### src/rtl/tf_seq_ctrl_pkg.sv
// Shared types and defaults for the twiddle-factor sequence controller.
// Holds the FSM state encoding, the data-word width and the modulo-index helper.
package tf_seq_ctrl_pkg;

  localparam int unsigned D_WIDTH        = 5;
  localparam int unsigned DEF_IT_DEPTH   = 3;
  localparam int unsigned DEF_MUL_LAT    = 4;
  localparam int unsigned DEF_LANES      = 15;
  localparam int unsigned DEF_CONST_BANK = 15;

  typedef logic [D_WIDTH-1:0] dword_t;

  typedef enum logic [2:0] {
    S_IDLE,
    S_GEN_RD,
    S_GEN_WAIT,
    S_GEN_WR,
    S_SERVE
  } tf_state_e;

  // (base + k) mod bank, with both operands reduced first so the sum wraps once
  function automatic dword_t idx_wrap(input int unsigned base,
                                      input int unsigned k,
                                      input int unsigned bank);
    int unsigned s;
    s = (base % bank) + (k % bank);
    if (s >= bank) s = s - bank;
    return dword_t'(s);
  endfunction

endpackage

### src/rtl/tf_seq_ctrl_if.sv
// Request/response bundle between the consumer/generator side and tf_seq_ctrl.
// The master drives start/serve requests; the slave (controller) drives table strobes.
interface tf_seq_ctrl_if
  import tf_seq_ctrl_pkg::*;
#(
  parameter int unsigned LANES = DEF_LANES
);

  logic   start;
  dword_t mode_l;
  logic   serve_req;
  dword_t serve_depth;
  logic   finish;

  logic   TF_ren;
  logic   TF_wen;
  dword_t it_depth_cnt;
  dword_t l;
  logic [LANES-1:0][D_WIDTH-1:0] idx;
  logic   tf_valid;
  logic   busy;
  logic   gen_done;

  modport master (
    output start, mode_l, serve_req, serve_depth, finish,
    input  TF_ren, TF_wen, it_depth_cnt, l, idx, tf_valid, busy, gen_done
  );

  modport slave (
    input  start, mode_l, serve_req, serve_depth, finish,
    output TF_ren, TF_wen, it_depth_cnt, l, idx, tf_valid, busy, gen_done
  );

endinterface

### src/rtl/tf_seq_ctrl_idx.sv
// Per-lane constant index generator: idx[k] = (base + k) mod CONST_BANK.
// Purely combinational; the parent registers the result on entry to a read.
module tf_idx_gen
  import tf_seq_ctrl_pkg::*;
#(
  parameter int unsigned LANES      = DEF_LANES,
  parameter int unsigned CONST_BANK = DEF_CONST_BANK,
  parameter int unsigned BW         = 2
) (
  input  logic [BW-1:0]                  base_i,
  output logic [LANES-1:0][D_WIDTH-1:0]  idx_o
);

  always_comb begin
    idx_o = '0;
    for (int unsigned k = 0; k < LANES; k++) begin
      idx_o[k] = idx_wrap(32'(base_i), k, CONST_BANK);
    end
  end

endmodule

### src/rtl/tf_seq_ctrl.sv
// Twiddle-factor sequencer: generates IT_DEPTH rows (read, multiply wait, write-back),
// then serves consumer row reads until released. All outputs are registered.
module tf_seq_ctrl
  import tf_seq_ctrl_pkg::*;
#(
  parameter int unsigned IT_DEPTH   = DEF_IT_DEPTH,
  parameter int unsigned MUL_LAT    = DEF_MUL_LAT,
  parameter int unsigned LANES      = DEF_LANES,
  parameter int unsigned CONST_BANK = DEF_CONST_BANK
) (
  input  logic              clk,
  input  logic              rst,
  tf_seq_ctrl_if.slave      bus
);

  localparam int unsigned DW = $clog2(IT_DEPTH + 1);
  localparam int unsigned WW = $clog2(MUL_LAT + 1);

  tf_state_e                    state_q;
  logic [DW-1:0]                d_q, d_d;
  logic [WW-1:0]                wait_q;
  dword_t                       l_q;
  logic                         ren_q, wen_q, valid_q, busy_q, done_q;
  dword_t                       cnt_q;
  logic [LANES-1:0][D_WIDTH-1:0] idx_q, idx_d;
  logic                         serve_rd_q, fin_pend_q;
  dword_t                       serve_addr;
  logic                         last_row;

  // Row that the next GEN_RD will read: 0 from IDLE, d+1 after a write-back
  always_comb begin
    d_d = '0;
    if (state_q == S_GEN_WR) d_d = d_q + 1'b1;
  end

  assign last_row   = (32'(d_q) + 32'd1) == IT_DEPTH;
  assign serve_addr = (32'(bus.serve_depth) > IT_DEPTH) ? D_WIDTH'(IT_DEPTH) : bus.serve_depth;

  tf_idx_gen #(
    .LANES      (LANES),
    .CONST_BANK (CONST_BANK),
    .BW         (DW)
  ) u_idx (
    .base_i (d_d),
    .idx_o  (idx_d)
  );

  always_ff @(posedge clk) begin
    if (rst) begin
      state_q    <= S_IDLE;
      d_q        <= '0;
      wait_q     <= '0;
      l_q        <= '0;
      ren_q      <= 1'b0;
      wen_q      <= 1'b0;
      valid_q    <= 1'b0;
      busy_q     <= 1'b0;
      done_q     <= 1'b0;
      cnt_q      <= '0;
      idx_q      <= '0;
      serve_rd_q <= 1'b0;
      fin_pend_q <= 1'b0;
    end else begin
      done_q <= 1'b0;
      case (state_q)
        S_IDLE: begin
          ren_q   <= 1'b0;
          wen_q   <= 1'b0;
          valid_q <= 1'b0;
          cnt_q   <= '0;
          idx_q   <= '0;
          if (bus.start) begin
            state_q <= S_GEN_RD;
            d_q     <= '0;
            l_q     <= bus.mode_l;
            ren_q   <= 1'b1;
            idx_q   <= idx_d;
            busy_q  <= 1'b1;
          end
        end

        S_GEN_RD: begin
          state_q <= S_GEN_WAIT;
          wait_q  <= '0;
          ren_q   <= 1'b0;
        end

        S_GEN_WAIT: begin
          if (32'(wait_q) == MUL_LAT - 32'd1) begin
            state_q <= S_GEN_WR;
            wen_q   <= 1'b1;
            cnt_q   <= D_WIDTH'(d_q) + 1'b1;
          end else begin
            wait_q  <= wait_q + 1'b1;
          end
        end

        S_GEN_WR: begin
          wen_q <= 1'b0;
          if (last_row) begin
            state_q <= S_SERVE;
            done_q  <= 1'b1;
            cnt_q   <= '0;
          end else begin
            state_q <= S_GEN_RD;
            d_q     <= d_d;
            ren_q   <= 1'b1;
            cnt_q   <= D_WIDTH'(d_d);
            idx_q   <= idx_d;
          end
        end

        S_SERVE: begin
          valid_q <= serve_rd_q;
          // A finish that arrived with a request waits here until that read's tf_valid has fired
          if (fin_pend_q) begin
            ren_q      <= 1'b0;
            serve_rd_q <= 1'b0;
            cnt_q      <= '0;
            if (!serve_rd_q) begin
              state_q    <= S_IDLE;
              busy_q     <= 1'b0;
              valid_q    <= 1'b0;
              idx_q      <= '0;
              d_q        <= '0;
              fin_pend_q <= 1'b0;
            end
          end else if (bus.serve_req) begin
            ren_q      <= 1'b1;
            cnt_q      <= serve_addr;
            serve_rd_q <= 1'b1;
            fin_pend_q <= bus.finish;
          end else begin
            ren_q      <= 1'b0;
            serve_rd_q <= 1'b0;
            cnt_q      <= '0;
            if (bus.finish) begin
              state_q <= S_IDLE;
              busy_q  <= 1'b0;
              valid_q <= 1'b0;
              idx_q   <= '0;
              d_q     <= '0;
            end
          end
        end

        default: begin
          state_q <= S_IDLE;
          busy_q  <= 1'b0;
          ren_q   <= 1'b0;
          wen_q   <= 1'b0;
          valid_q <= 1'b0;
          cnt_q   <= '0;
          idx_q   <= '0;
        end
      endcase
    end
  end

  assign bus.TF_ren       = ren_q;
  assign bus.TF_wen       = wen_q;
  assign bus.it_depth_cnt = cnt_q;
  assign bus.l            = l_q;
  assign bus.idx          = idx_q;
  assign bus.tf_valid     = valid_q;
  assign bus.busy         = busy_q;
  assign bus.gen_done     = done_q;

endmodule

### src/flat_wrapper.sv
// flat-port wrapper written by rule: the top's interface ports become plain ports
module tf_seq_ctrl_flat import tf_seq_ctrl_pkg::*;
#(
  parameter int unsigned IT_DEPTH   = DEF_IT_DEPTH,
  parameter int unsigned MUL_LAT    = DEF_MUL_LAT,
  parameter int unsigned LANES      = DEF_LANES,
  parameter int unsigned CONST_BANK = DEF_CONST_BANK
)
  (clk, rst, bus_start, bus_mode_l, bus_serve_req, bus_serve_depth, bus_finish, bus_TF_ren, bus_TF_wen, bus_it_depth_cnt, bus_l, bus_idx, bus_tf_valid, bus_busy, bus_gen_done);
  tf_seq_ctrl_if #(.LANES(LANES)) bus_i ();
  input  logic clk;
  input  logic rst;
  input wire logic [$bits(bus_i.start)-1:0] bus_start;
  input wire logic [$bits(bus_i.mode_l)-1:0] bus_mode_l;
  input wire logic [$bits(bus_i.serve_req)-1:0] bus_serve_req;
  input wire logic [$bits(bus_i.serve_depth)-1:0] bus_serve_depth;
  input wire logic [$bits(bus_i.finish)-1:0] bus_finish;
  output wire logic [$bits(bus_i.TF_ren)-1:0] bus_TF_ren;
  output wire logic [$bits(bus_i.TF_wen)-1:0] bus_TF_wen;
  output wire logic [$bits(bus_i.it_depth_cnt)-1:0] bus_it_depth_cnt;
  output wire logic [$bits(bus_i.l)-1:0] bus_l;
  output wire logic [$bits(bus_i.idx)-1:0] bus_idx;
  output wire logic [$bits(bus_i.tf_valid)-1:0] bus_tf_valid;
  output wire logic [$bits(bus_i.busy)-1:0] bus_busy;
  output wire logic [$bits(bus_i.gen_done)-1:0] bus_gen_done;
  assign bus_i.start = bus_start;
  assign bus_i.mode_l = bus_mode_l;
  assign bus_i.serve_req = bus_serve_req;
  assign bus_i.serve_depth = bus_serve_depth;
  assign bus_i.finish = bus_finish;
  assign bus_TF_ren = bus_i.TF_ren;
  assign bus_TF_wen = bus_i.TF_wen;
  assign bus_it_depth_cnt = bus_i.it_depth_cnt;
  assign bus_l = bus_i.l;
  assign bus_idx = bus_i.idx;
  assign bus_tf_valid = bus_i.tf_valid;
  assign bus_busy = bus_i.busy;
  assign bus_gen_done = bus_i.gen_done;
  tf_seq_ctrl #(.IT_DEPTH(IT_DEPTH), .MUL_LAT(MUL_LAT), .LANES(LANES), .CONST_BANK(CONST_BANK)) u_core (.clk(clk), .rst(rst), .bus(bus_i));
endmodule
### config.mk
export PLATFORM = sky130hd
export DESIGN_NAME = tf_seq_ctrl_flat
export DESIGN_NICKNAME = d
export VERILOG_FILES = /design/src/rtl/tf_seq_ctrl_pkg.sv /design/src/rtl/tf_seq_ctrl_if.sv /design/src/rtl/tf_seq_ctrl_idx.sv /design/src/rtl/tf_seq_ctrl.sv /design/src/flat_wrapper.sv
export SDC_FILE = /design/constraint.sdc
export NUM_CORES = 1
export LEC_CHECK = 0
export ABC_CLOCK_PERIOD_IN_PS = 5850
export BUFFER_PORTS_ARGS = -buffer_cell sky130_fd_sc_hd__buf_2
export CELL_PAD_IN_SITES_DETAIL_PLACEMENT = 0
export CELL_PAD_IN_SITES_GLOBAL_PLACEMENT = 1
export CORE_AREA = 10 10 93 95
export CTS_CLUSTER_DIAMETER = 80
export DETAILED_ROUTE_END_ITERATION = 7
export DIE_AREA = 0 0 103 105
export PLACE_DENSITY_LB_ADDON = 0.1
export SYNTH_ARGS = -nofsm -noshare
export SYNTH_HDL_FRONTEND = slang
export SYNTH_SLANG_ARGS = --single-unit
### constraint.sdc
create_clock -name clk -period 5.85 [get_ports clk]
set_clock_uncertainty 0.15 [all_clocks]
set_input_delay 0.8775 -clock clk [delete_from_list [all_inputs] [get_ports clk]]
set_output_delay 0.8775 -clock clk [all_outputs]
set_load 0.02 [all_outputs]
## After elaboration in Yosys (flattened, before gate mapping)

Index checks and enable logic that the tools add are counted.

| word-level totals | value |
|---|---|
| bits in registers | 100 |
| bits in latches | 0 |
| bits in writable memories | 0 |
| ROM bits | 0 |
| output and inout port bits | 90 |
| memories | 0 |

| operators by class | value |
|---|---|
| $add $sub $neg | 33 |
| multipliers | 0 |
| div/mod/pow operators | 1 |
| magnitude comparators | 16 |
| equal/unequal tests | 13 |
| shift operators | 0 |
| muxes and demuxes | 67 |
| bitwise gates (word level) | 6 |
| reduce and logical (&&, ||, !) cells | 16 |

Operators by type and width:

| kind | count |
|---|---|
| >= comparator 32 x 4 -> 1 bit, second input constant | 15 |
| 2-to-1 mux 75 bit | 6 |
| case mux 75 bit (4 select lines) | 1 |
| adder 32 x 4 -> 32 bit, second input constant | 7 |
| adder 32 x 3 -> 32 bit, second input constant | 4 |
| 2-to-1 mux 5 bit | 19 |
| subtractor 5 x 4 -> 5 bit, second input constant | 15 |
| adder 32 x 2 -> 32 bit, second input constant | 2 |
| adder 32 x 1 -> 32 bit, second input constant | 1 |
| equality test 32 x 2 -> 1 bit, second input constant | 1 |
| remainder unit 2 x 4 -> 32 bit, second input constant | 1 |
| 2-to-1 mux 3 bit | 8 |
| case mux 5 bit (4 select lines) | 1 |
| 2-to-1 mux 1 bit | 17 |
| 2-to-1 mux 2 bit | 8 |
| case mux 3 bit (5 select lines) | 1 |
| AND reduction 5 bit | 3 |
| AND reduction 2 bit | 5 |
| equality test 3 x 2 -> 1 bit, second input constant | 3 |
| adder 2 x 1 -> 3 bit, second input constant | 2 |
| != test 2 bit, second input constant | 3 |
| != test 3 x 2 -> 1 bit, second input constant | 2 |
| inverter 1 bit | 6 |
| case mux 2 bit (3 select lines) | 1 |
| other kinds (17) | 20 |

## Logic depth before layout (Yosys ltp)

Gate-level depths: netlist of run 1.

| logic depth | value |
|---|---|
| depth after elaboration | 8 |
| depth in mapped cells | 9 |
| gate-level depth less buffers | 8 |

## Cells and area by module

From an unflattened synthesis of run 1, not the netlist that was laid out.

| second synthesis, totals | value |
|---|---|
| cells, all modules | 554 |
| area, all modules | 5584.1 sq um |

Modules (own cells, without submodules):

| module | times used | cells each | area an instance (sq um) | seq. area each (sq um) |
|---|---|---|---|---|
| tf_seq_ctrl | 1 | 471 | 4952.2 | 2001.9 |
| tf_idx_gen | 1 | 83 | 631.9 | 0.0 |

## Worst setup path before layout of run 1

Ideal clock, no wire load.

| timing | value |
|---|---|
| path type | in2reg |
| from | in bus_serve_req |
| to | reg u_core.idx_q, in the netlist u_core.bus.idx[66] |
| arrival | 1860 ps |
| data required time | 5583 ps |
| path slack | 3723 ps |
| stages | 5 |
| buffers on the path | 1 |
| path through | or3b_4 -> a31oi_4 -> nor4_4 -> buf_6 -> a32o_1 |

| between the ends | value |
|---|---|
| longest elaborated chain between the ends | 2 |

Ends and longest elaborated chain:

| item | line | source |
|---|---|---|
| start: declaration | flat_wrapper.sv:15 | `input wire logic [$bits(bus_i.serve_req)-1:0] bus_serve_req;` |
| != test 3 x 2 -> 1 bit (no line) | -- |  |
| AND reduction 5 bit (no line) | -- |  |
| end signal: assignment | tf_seq_ctrl.sv:77 | `idx_q <= idx_d;` |
| end signal: assignment | tf_seq_ctrl.sv:109 | `idx_q <= idx_d;` |
| end: declaration | tf_seq_ctrl.sv:25 | `logic [LANES-1:0][D_WIDTH-1:0] idx_q, idx_d;` |

No other way between the ends.
A chain may end at the register's enable or synchronous reset.

## Final worst setup path of run 1

| timing | value |
|---|---|
| from | reg u_core.state_q[2] |
| to | reg u_core.idx_q, in the netlist u_core.bus.idx[68] |

| between the ends | value |
|---|---|
| longest elaborated chain between the ends | 8 |
| elaborated cells between the ends (all ways) | 21 |
| those cells by class | add/sub (2); div (1); order compare (1); eq/ne (8); mux (5); bitwise (1); reduce/logical (3) |

Ends and longest elaborated chain:

| item | line | source |
|---|---|---|
| start: declaration | tf_seq_ctrl.sv:19 | `tf_state_e state_q;` |
| start signal: assignment | tf_seq_ctrl.sv:50 | `state_q <= S_IDLE;` |
| start signal: assignment | tf_seq_ctrl.sv:73 | `state_q <= S_GEN_RD;` |
| start signal: assignment | tf_seq_ctrl.sv:83 | `state_q <= S_GEN_WAIT;` |
| equality test 3 x 2 -> 1 bit | tf_seq_ctrl.sv:33, tf_seq_ctrl.sv:65 |  |
| 2-to-1 mux 2 bit | tf_seq_ctrl.sv:33 | `if (state_q == S_GEN_WR) d_d = d_q + 1'b1;` |
| remainder unit 2 x 4 -> 32 bit | tf_seq_ctrl_pkg.sv:26 | `s = (base % bank) + (k % bank);` |
| adder 32 x 4 -> 32 bit | tf_seq_ctrl_pkg.sv:26 |  |
| >= comparator 32 x 4 -> 1 bit or subtractor 5 x 4 -> 5 bit (tied branches) | tf_seq_ctrl_pkg.sv:27 | `if (s >= bank) s = s - bank;` |
| 2-to-1 mux 5 bit | tf_seq_ctrl_pkg.sv:27 |  |
| 2-to-1 mux 75 bit (on tied branches) | tf_seq_ctrl.sv:100, tf_seq_ctrl.sv:72 |  |
| case mux 75 bit (4 select lines) | tf_seq_ctrl.sv:65 | `case (state_q)` |

Several ways; a longest one is shown, not always the timed one. The select of a mux whose other input is x is not followed.

==> results of run 1 <==
==> sequential cells by signal, summed over array words and instances, names as in the netlist, 2 cells and up <==
| signal | cells |
|---|---|
| u_core.bus.idx | 23 |
| u_core.bus.l | 5 |
| u_core.wait_q | 3 |
| u_core.d_q | 2 |
| u_core.state_q | 3 |
| u_core.bus.it_depth_cnt | 5 |
==> layout by cell type, fill, tap and decap left out, types with 2 or more instances in the layout <==
cell	n
nand2b_1	6
a21oi_1	10
a21o_1	8
inv_1	8
a22o_1	9
nand3b_1	2
conb_1	20
and3b_1	4
o311ai_0	2
mux2i_1	7
clkbuf_8	5
nor2b_1	5
nand4_1	3
nor2_1	18
bufinv_16	3
nand2_1	10
or3_1	2
nor3_1	7
dfxtp_1	48
o2bb2ai_1	4
nand3_1	4
nor3b_1	3
o21ai_0	5
o31ai_1	2
buf_2	84
ha_1	12
a31oi_1	2
a32o_1	4
==> metal layers <==
layer  track usage [%]  vias up  wire length [µm]  share of wire [%]
met4              2.98        0                63                1.1
met3              3.95        5               668                 11
li1                  -      955                 -                  -
met5                 0        -                 0                  0
met1              13.2      869              2690                 45
met2              16.0       81              2530                 42
==> final cells by class <==
type / instances / area share (%)
clock inverters: 3 / 3.19
repair buffers: 84 / 14.9
inverters: 8 / 1.06
flip-flops and latches: 48 / 34.0
well taps: 80 / 3.55
clock buffers: 5 / 2.44
multi-input cells: 169 / 40.8
==> report_power, final <==
part	switching, µW	leakage [µW]	internal [µW]
combinational	87.6	0.000951	43.1
clock	115	0.0000784	214
sequential	12.6	0.000391	340
total	215	0.00142	597
==> through the flow <==
step / util [%] / hold slack, ps / total power (µW)
5_1_grt: 41.8 / 358 / 844
6_report: 41.8 / 325 / 812
4_1_cts: 41.8 / 332 / 822
2_1_floorplan: - / 299 / 484
3_5_place_dp: 39.4 / 308 / 493
3_3_place_gp: 39.4 / 289 / 493
==> critical path: stages (launching register included) <==
cell      delay [ps]
dfxtp_1          860
nand2b_1         340
nor2_1           100
nand2_1          250
inv_1            160
ha_1             300
nand3b_1         180
a32o_1           240
==> cell families (layout without fill, tap and decap cells) <==
kind of cell	after synthesis	count (layout)	share of synthesized area [%]
multiplexers	7	7	2.75
AND/OR/NAND/NOR	75	75	16.9
flip-flops	48	48	37.7
other	1	20	0.147
buffers and inverters	72	100	19.8
AO/OA/AOI/OAI	55	55	16.8
adder cells (fa/ha/maj)	12	12	5.90
==> worst paths after layout <==
path                                   start                               to  slack [ps]  cells past startpoint
max           u_core.state_q[2]$_SDFFE_PP0P_  u_core.bus.idx[68]$_SDFFE_PP0P_        3180                      7
min          u_core.bus.idx[67]$_SDFFE_PP0P_  u_core.bus.idx[67]$_SDFFE_PP0P_         330                      1
max reg2reg   u_core.state_q[2]$_SDFFE_PP0P_  u_core.bus.idx[68]$_SDFFE_PP0P_        3180                      7
min reg2reg  u_core.bus.idx[67]$_SDFFE_PP0P_  u_core.bus.idx[67]$_SDFFE_PP0P_         330                      1
==> metrics.yaml, run 1 <==
status:
  status: "finished clean"
route:
  dr.pass1.iters: 4
  routed_via_density: 4.81
  wl_per_cell_um: 15.0
  drc: 0
  wirelength_um: 5950
  via_count: 1910
  final_antenna_net_count: 0
  first_iter_violations: 65
yosys:
  ys.flop_type: "dfxtp_1"
  synthTopCellsByCount: "buf_4, dfxtp_1, nor2_1, ha_1"
  synth_top_area_cell: "dfxtp_1"
  syn_avg_cell_area_um2: 9.43
  synthesis.area_um2: 2550
  ys_ff_latch: 48
  async_flop_share_pct: 0
  yosys-top-cells-area: "dfxtp_1, buf_4, ha_1"
  ys_seq_area_share_pct: 37.7
  synth_edf_count: 0
  synthCells: 270
  yosysMostFrequentCell: "buf_4"
  synth_top_area_share_pct: 37.7
  ys_warn_count: 0
  ys_types: 49
floorplanning:
  die_w_um: 103
  die_y_um: 105
  dieArea_um2: 10800
  ios: 105
  core-area_um2: 6760
  start_util_pct: 37.7
  rows: 30
power:
  vdd_ir_drop_max_uv: 123
  p_leak_uw: 0.00142
  power_density_nw_per_um2: 288
layout:
  antenna_cells: 0
  multi_input_area_um2: 1150
  final_cell_area_um2: 2820
  drive_gt1_share_pct: 31.5
  nNetsFinal: 343
  areaGrowthSynthToFinish_pct: 10.9
  register_area_um2: 961
  fill_cells: 706
  finalNonFillerCells: 397
global_routing:
  grt_use_total_pct: 10.4
  overflow: 0
  antenna_found_initial: 0
  first_global_vias: 1877
  grt_pass1_wl_um: 9380
  grt_max_degree: 29
place:
  place_congestion: 0.712
  placed_area_um2: 2660
  dp_slack_ps: 3050
  post-dp-hpwl_um: 4500
  port-buffer-count: 84
  dp_cells: 389
clock_tree:
  cts_tree: "built"
  clockBufferDepth: 2
  cts_buffers: 5
  cts-hold-fix-buffers: 0
  clk_latency_ps: 310
  post_cts_buffers: 0
  cts_resized: 0
  root_buffer: "clkbuf_8"
  path_clk_slew_ps: 100
  clock-sinks: 48
  htreeDepth: 2
timing:
  slew_viol_final: 0
  fmax_mhz: 375
  rsz0062_at_grt: "no"
  tightestPinTransition_ps: 1080
  hold_viol_final: 0
  fin_tns_setup_ps: 0
  finalCritPeriodShare_pct: 45.6
  layout_min_cycle_time_ps: 2670
  setup_viol: 0
  relSlewSlack_pct: 27.3
  timing.final.ws_setup_ps: 3180
critical_path:
  required_ps: 5910
  cp_max_fo: 21
  arrival_ps: 2730
  critPathKind: "flip-flop to flip-flop"
  cp-start-kind: "flip-flop"
  crit_path_end_kind: "flip-flop"
flow_run:
  maxCapViolCount: 0
hold_path:
  min_path_type: "flip-flop to flip-flop"
(Power assumes the default switching activity.)
==> inputs of run 2 (changes only) <==
--- a/config.mk
+++ b/config.mk
@@ -5,14 +5,15 @@
 export SDC_FILE = /design/constraint.sdc
 export NUM_CORES = 1
 export LEC_CHECK = 0
-export ABC_CLOCK_PERIOD_IN_PS = 5850
+export ABC_AREA = 1
+export ABC_CLOCK_PERIOD_IN_PS = 2200
 export BUFFER_PORTS_ARGS = -buffer_cell sky130_fd_sc_hd__buf_2
 export CELL_PAD_IN_SITES_DETAIL_PLACEMENT = 0
 export CELL_PAD_IN_SITES_GLOBAL_PLACEMENT = 1
-export CORE_AREA = 10 10 93 95
+export CORE_AREA = 10 10 104 106
 export CTS_CLUSTER_DIAMETER = 80
 export DETAILED_ROUTE_END_ITERATION = 7
-export DIE_AREA = 0 0 103 105
+export DIE_AREA = 0 0 114 116
 export PLACE_DENSITY_LB_ADDON = 0.1
 export SYNTH_ARGS = -nofsm -noshare
 export SYNTH_HDL_FRONTEND = slang
==> constraint.sdc (replaced) <==
create_clock -name clk -period 2.2 [get_ports clk]
set_clock_uncertainty 0.15 [all_clocks]
set_input_delay 0.33 -clock clk [delete_from_list [all_inputs] [get_ports clk]]
set_output_delay 0.33 -clock clk [all_outputs]
set_load 0.02 [all_outputs]
==> run 2 against run 1 <==
Against the previous run:
- sequential cell count unchanged
- critical path depth up 4
- non-clock buffer count up 5
- worst hold slack worse by 190 ps
- fmax up 33%
- synthesized cell count up 23%
- first-iteration DRC count up 25%
- critical endpoint unchanged
- largest power group is now combinational logic
==> metrics.yaml, run 2 <==
yosys:
  synth_edf_count: 0
  synth-xor-area-share_pct: 0
  async_flop_share_pct: 0
  synth_top_family_by_area: "simple AND/OR/NAND/NOR gates"
  synthMuxAreaShare_pct: 0
  synth_simple_gate_area_share_pct: 23.8
  ys_seq_area_share_pct: 36.6
  ys.flop_type: "dfxtp_1"
  synth_top_area_share_pct: 36.6
  yosysMostFrequentCell: "nand2_1"
  ys_warn_count: 0
  synth-compound-area-share_pct: 11.3
  synthesis.area_um2: 2630
  yosys-top-cells-area: "dfxtp_1, buf_4, nand2_1"
  ys_ff_latch: 48
  synthCells: 332
  synth_top_area_cell: "dfxtp_1"
  ys_types: 28
  synth_fa_ha_area_share_pct: 5.71
  synthTopCellsByCount: "nand2_1, buf_4, dfxtp_1, a21oi_1, inv_1"
  syn_avg_cell_area_um2: 7.92
critical_path:
  critPathKind: "flip-flop to flip-flop"
  cp-start-kind: "flip-flop"
  startpoint: "u_core.d_q[0]$_SDFFE_PP0P_"
  cpPeakStageDelay_ps: 370
  required_ps: 2290
  r2r_start: "u_core.d_q[0]$_SDFFE_PP0P_"
  cp_max_fo: 6
  cp_slowest_cell: "dfxtp_2"
  r2r_slack_ps: 200
  cp-endpoint: "u_core.bus.idx[68]$_SDFFE_PP0P_"
  crit_path_end_kind: "flip-flop"
  path_cells: "inv_1 -> ha_1 -> nor2_2 -> buf_4 -> ha_2 -> inv_1 -> nand2_1 -> nand2_1 -> o21ai_0 -> nand4_1 -> a21oi_1"
  reg2reg_depth: 11
  reg2reg_to: "u_core.bus.idx[68]$_SDFFE_PP0P_"
  arrival_ps: 2090
timing:
  fmax_mhz: 499
  fin_tns_setup_ps: 0
  hold_viol_final: 0
  setup_viol: 0
  finalCritPeriodShare_pct: 91.1
  slew_viol_final: 0
  rsz0062_at_grt: "no"
  timing.final.ws_setup_ps: 196
  layout_min_cycle_time_ps: 2000
place:
  dp_cells: 484
  post-dp-hpwl_um: 5320
  port-buffer-count: 84
  dp_slack_ps: 156
  place_congestion: 0.728
floorplanning:
  die_w_um: 114
  rows: 34
  core-area_um2: 8680
  ios: 105
  start_util_pct: 30.3
  dieArea_um2: 13200
  die_y_um: 116
clock_tree:
  path_clk_slew_ps: 90
  cts_resized: 0
  cts_buffers: 5
  htreeDepth: 2
  post_cts_buffers: 0
  clockBufferDepth: 2
  cts_tree: "built"
  clock-sinks: 48
  root_buffer: "clkbuf_8"
  clk_latency_ps: 300
  cts-hold-fix-buffers: 0
global_routing:
  overflow: 0
  grt_pass1_wl_um: 11100
  first_global_vias: 2178
  antenna_found_initial: 0
  grt_use_total_pct: 10.2
  grt_max_degree: 24
layout:
  nNetsFinal: 410
  final_common_cell: "buf_2"
  drive_gt1_share_pct: 30.5
  final_cell_mix: "buf_2, nand2_1, dfxtp_1, a21oi_1, inv_1"
  areaGrowthSynthToFinish_pct: 10.6
  antenna_cells: 0
  fill_cells: 984
  largest_reg_flops: 23
  finalNonFillerCells: 492
route:
  wirelength_um: 6830
  via_count: 2115
  routed_via_density: 4.30
  dr.pass1.iters: 4
  drc: 0
  wl_per_cell_um: 13.9
  first_iter_violations: 81
  final_antenna_net_count: 0
power:
  power_uw: 2850
  p_leak_uw: 0.00146
  power_density_nw_per_um2: 981
  vdd_ir_drop_max_uv: 328
hold_path:
  min_path_type: "input port to flip-flop"
  min_from: "bus_mode_l[0]"
status:
  status: "finished clean"
flow_run:
  maxCapViolCount: 0
## run 2: changes by cell type after synthesis, sizes merged, moves of 7 or more
cell	change
nand2	+57
mux2i	-7
nand3	+13
a21oi	+29
inv	+21
o21ai	+9
nand4	+12
a21o	-8
a22o	-9
## run 2: worst max-delay path: cells and delay by family, from the launching register on
family	cells	cell delay, ps
AO/OA/AOI/OAI	2	210
adder cells (fa/ha/maj)	2	550
buffers and inverters	3	280
flip-flops	1	370
AND/OR/NAND/NOR	4	390
## run 2: area by class of cell
type / count / area (µm²) / area share (%)
multi-input combinational: 210 / 1150 / 39.7
sequential: 48 / 962 / 33.1
timing repair buffer: 89 / 458 / 15.7
tap: 108 / 135 / 4.65
inverter: 29 / 109 / 3.74
clock buffer: 8 / 90.1 / 3.10
## run 2: kinds of logic after synthesis
family,count (synthesis)
simple gates,121
buf+inv,93
compound gates,57
flops,48
fa+ha+maj,12
other cells,1
## run 2: per-stage QoR
stage	instance area [µm²]	util, %	hold WS [ps]
after CTS	2900	33.4	131
after detailed placement	2810	32.4	287
after global placement	2810	32.4	282
final	2910	33.5	139
after global routing	2910	33.5	120
after floorplan	2700	-	308
## run 2: worst min-delay path by stage
stage	to	slack, ps	cells past startpoint
2_1_floorplan	u_core.serve_rd_q$_SDFFE_PP0N_	310	2
3_3_place_gp	u_core.bus.it_depth_cnt[3]$_SDFFE_PP0P_	280	2
3_5_place_dp	u_core.bus.it_depth_cnt[3]$_SDFFE_PP0P_	290	2
4_1_cts	u_core.bus.l[0]$_SDFFE_PP0P_	130	3
5_1_grt	u_core.bus.l[4]$_SDFFE_PP0P_	120	3
6_report	u_core.bus.l[0]$_SDFFE_PP0P_	140	3
## run 2: where the power goes
group / switching, µW / internal (µW) / leakage [µW]
clock network: 291 / 257 / 0.0000455
logic: 859 / 357 / 0.00102
registers: 91.7 / 998 / 0.000391
total: 1240 / 1610 / 0.00146
## run 2: metal layers
layer  vias to the layer above  share of wire, %  track usage (%)
met2                        65                46             15.7
met1                       936                43             12.6
li1                       1107                 -                -
met3                         7               9.2             4.34
met5                         -                 0                0
met4                         0               1.3             2.92
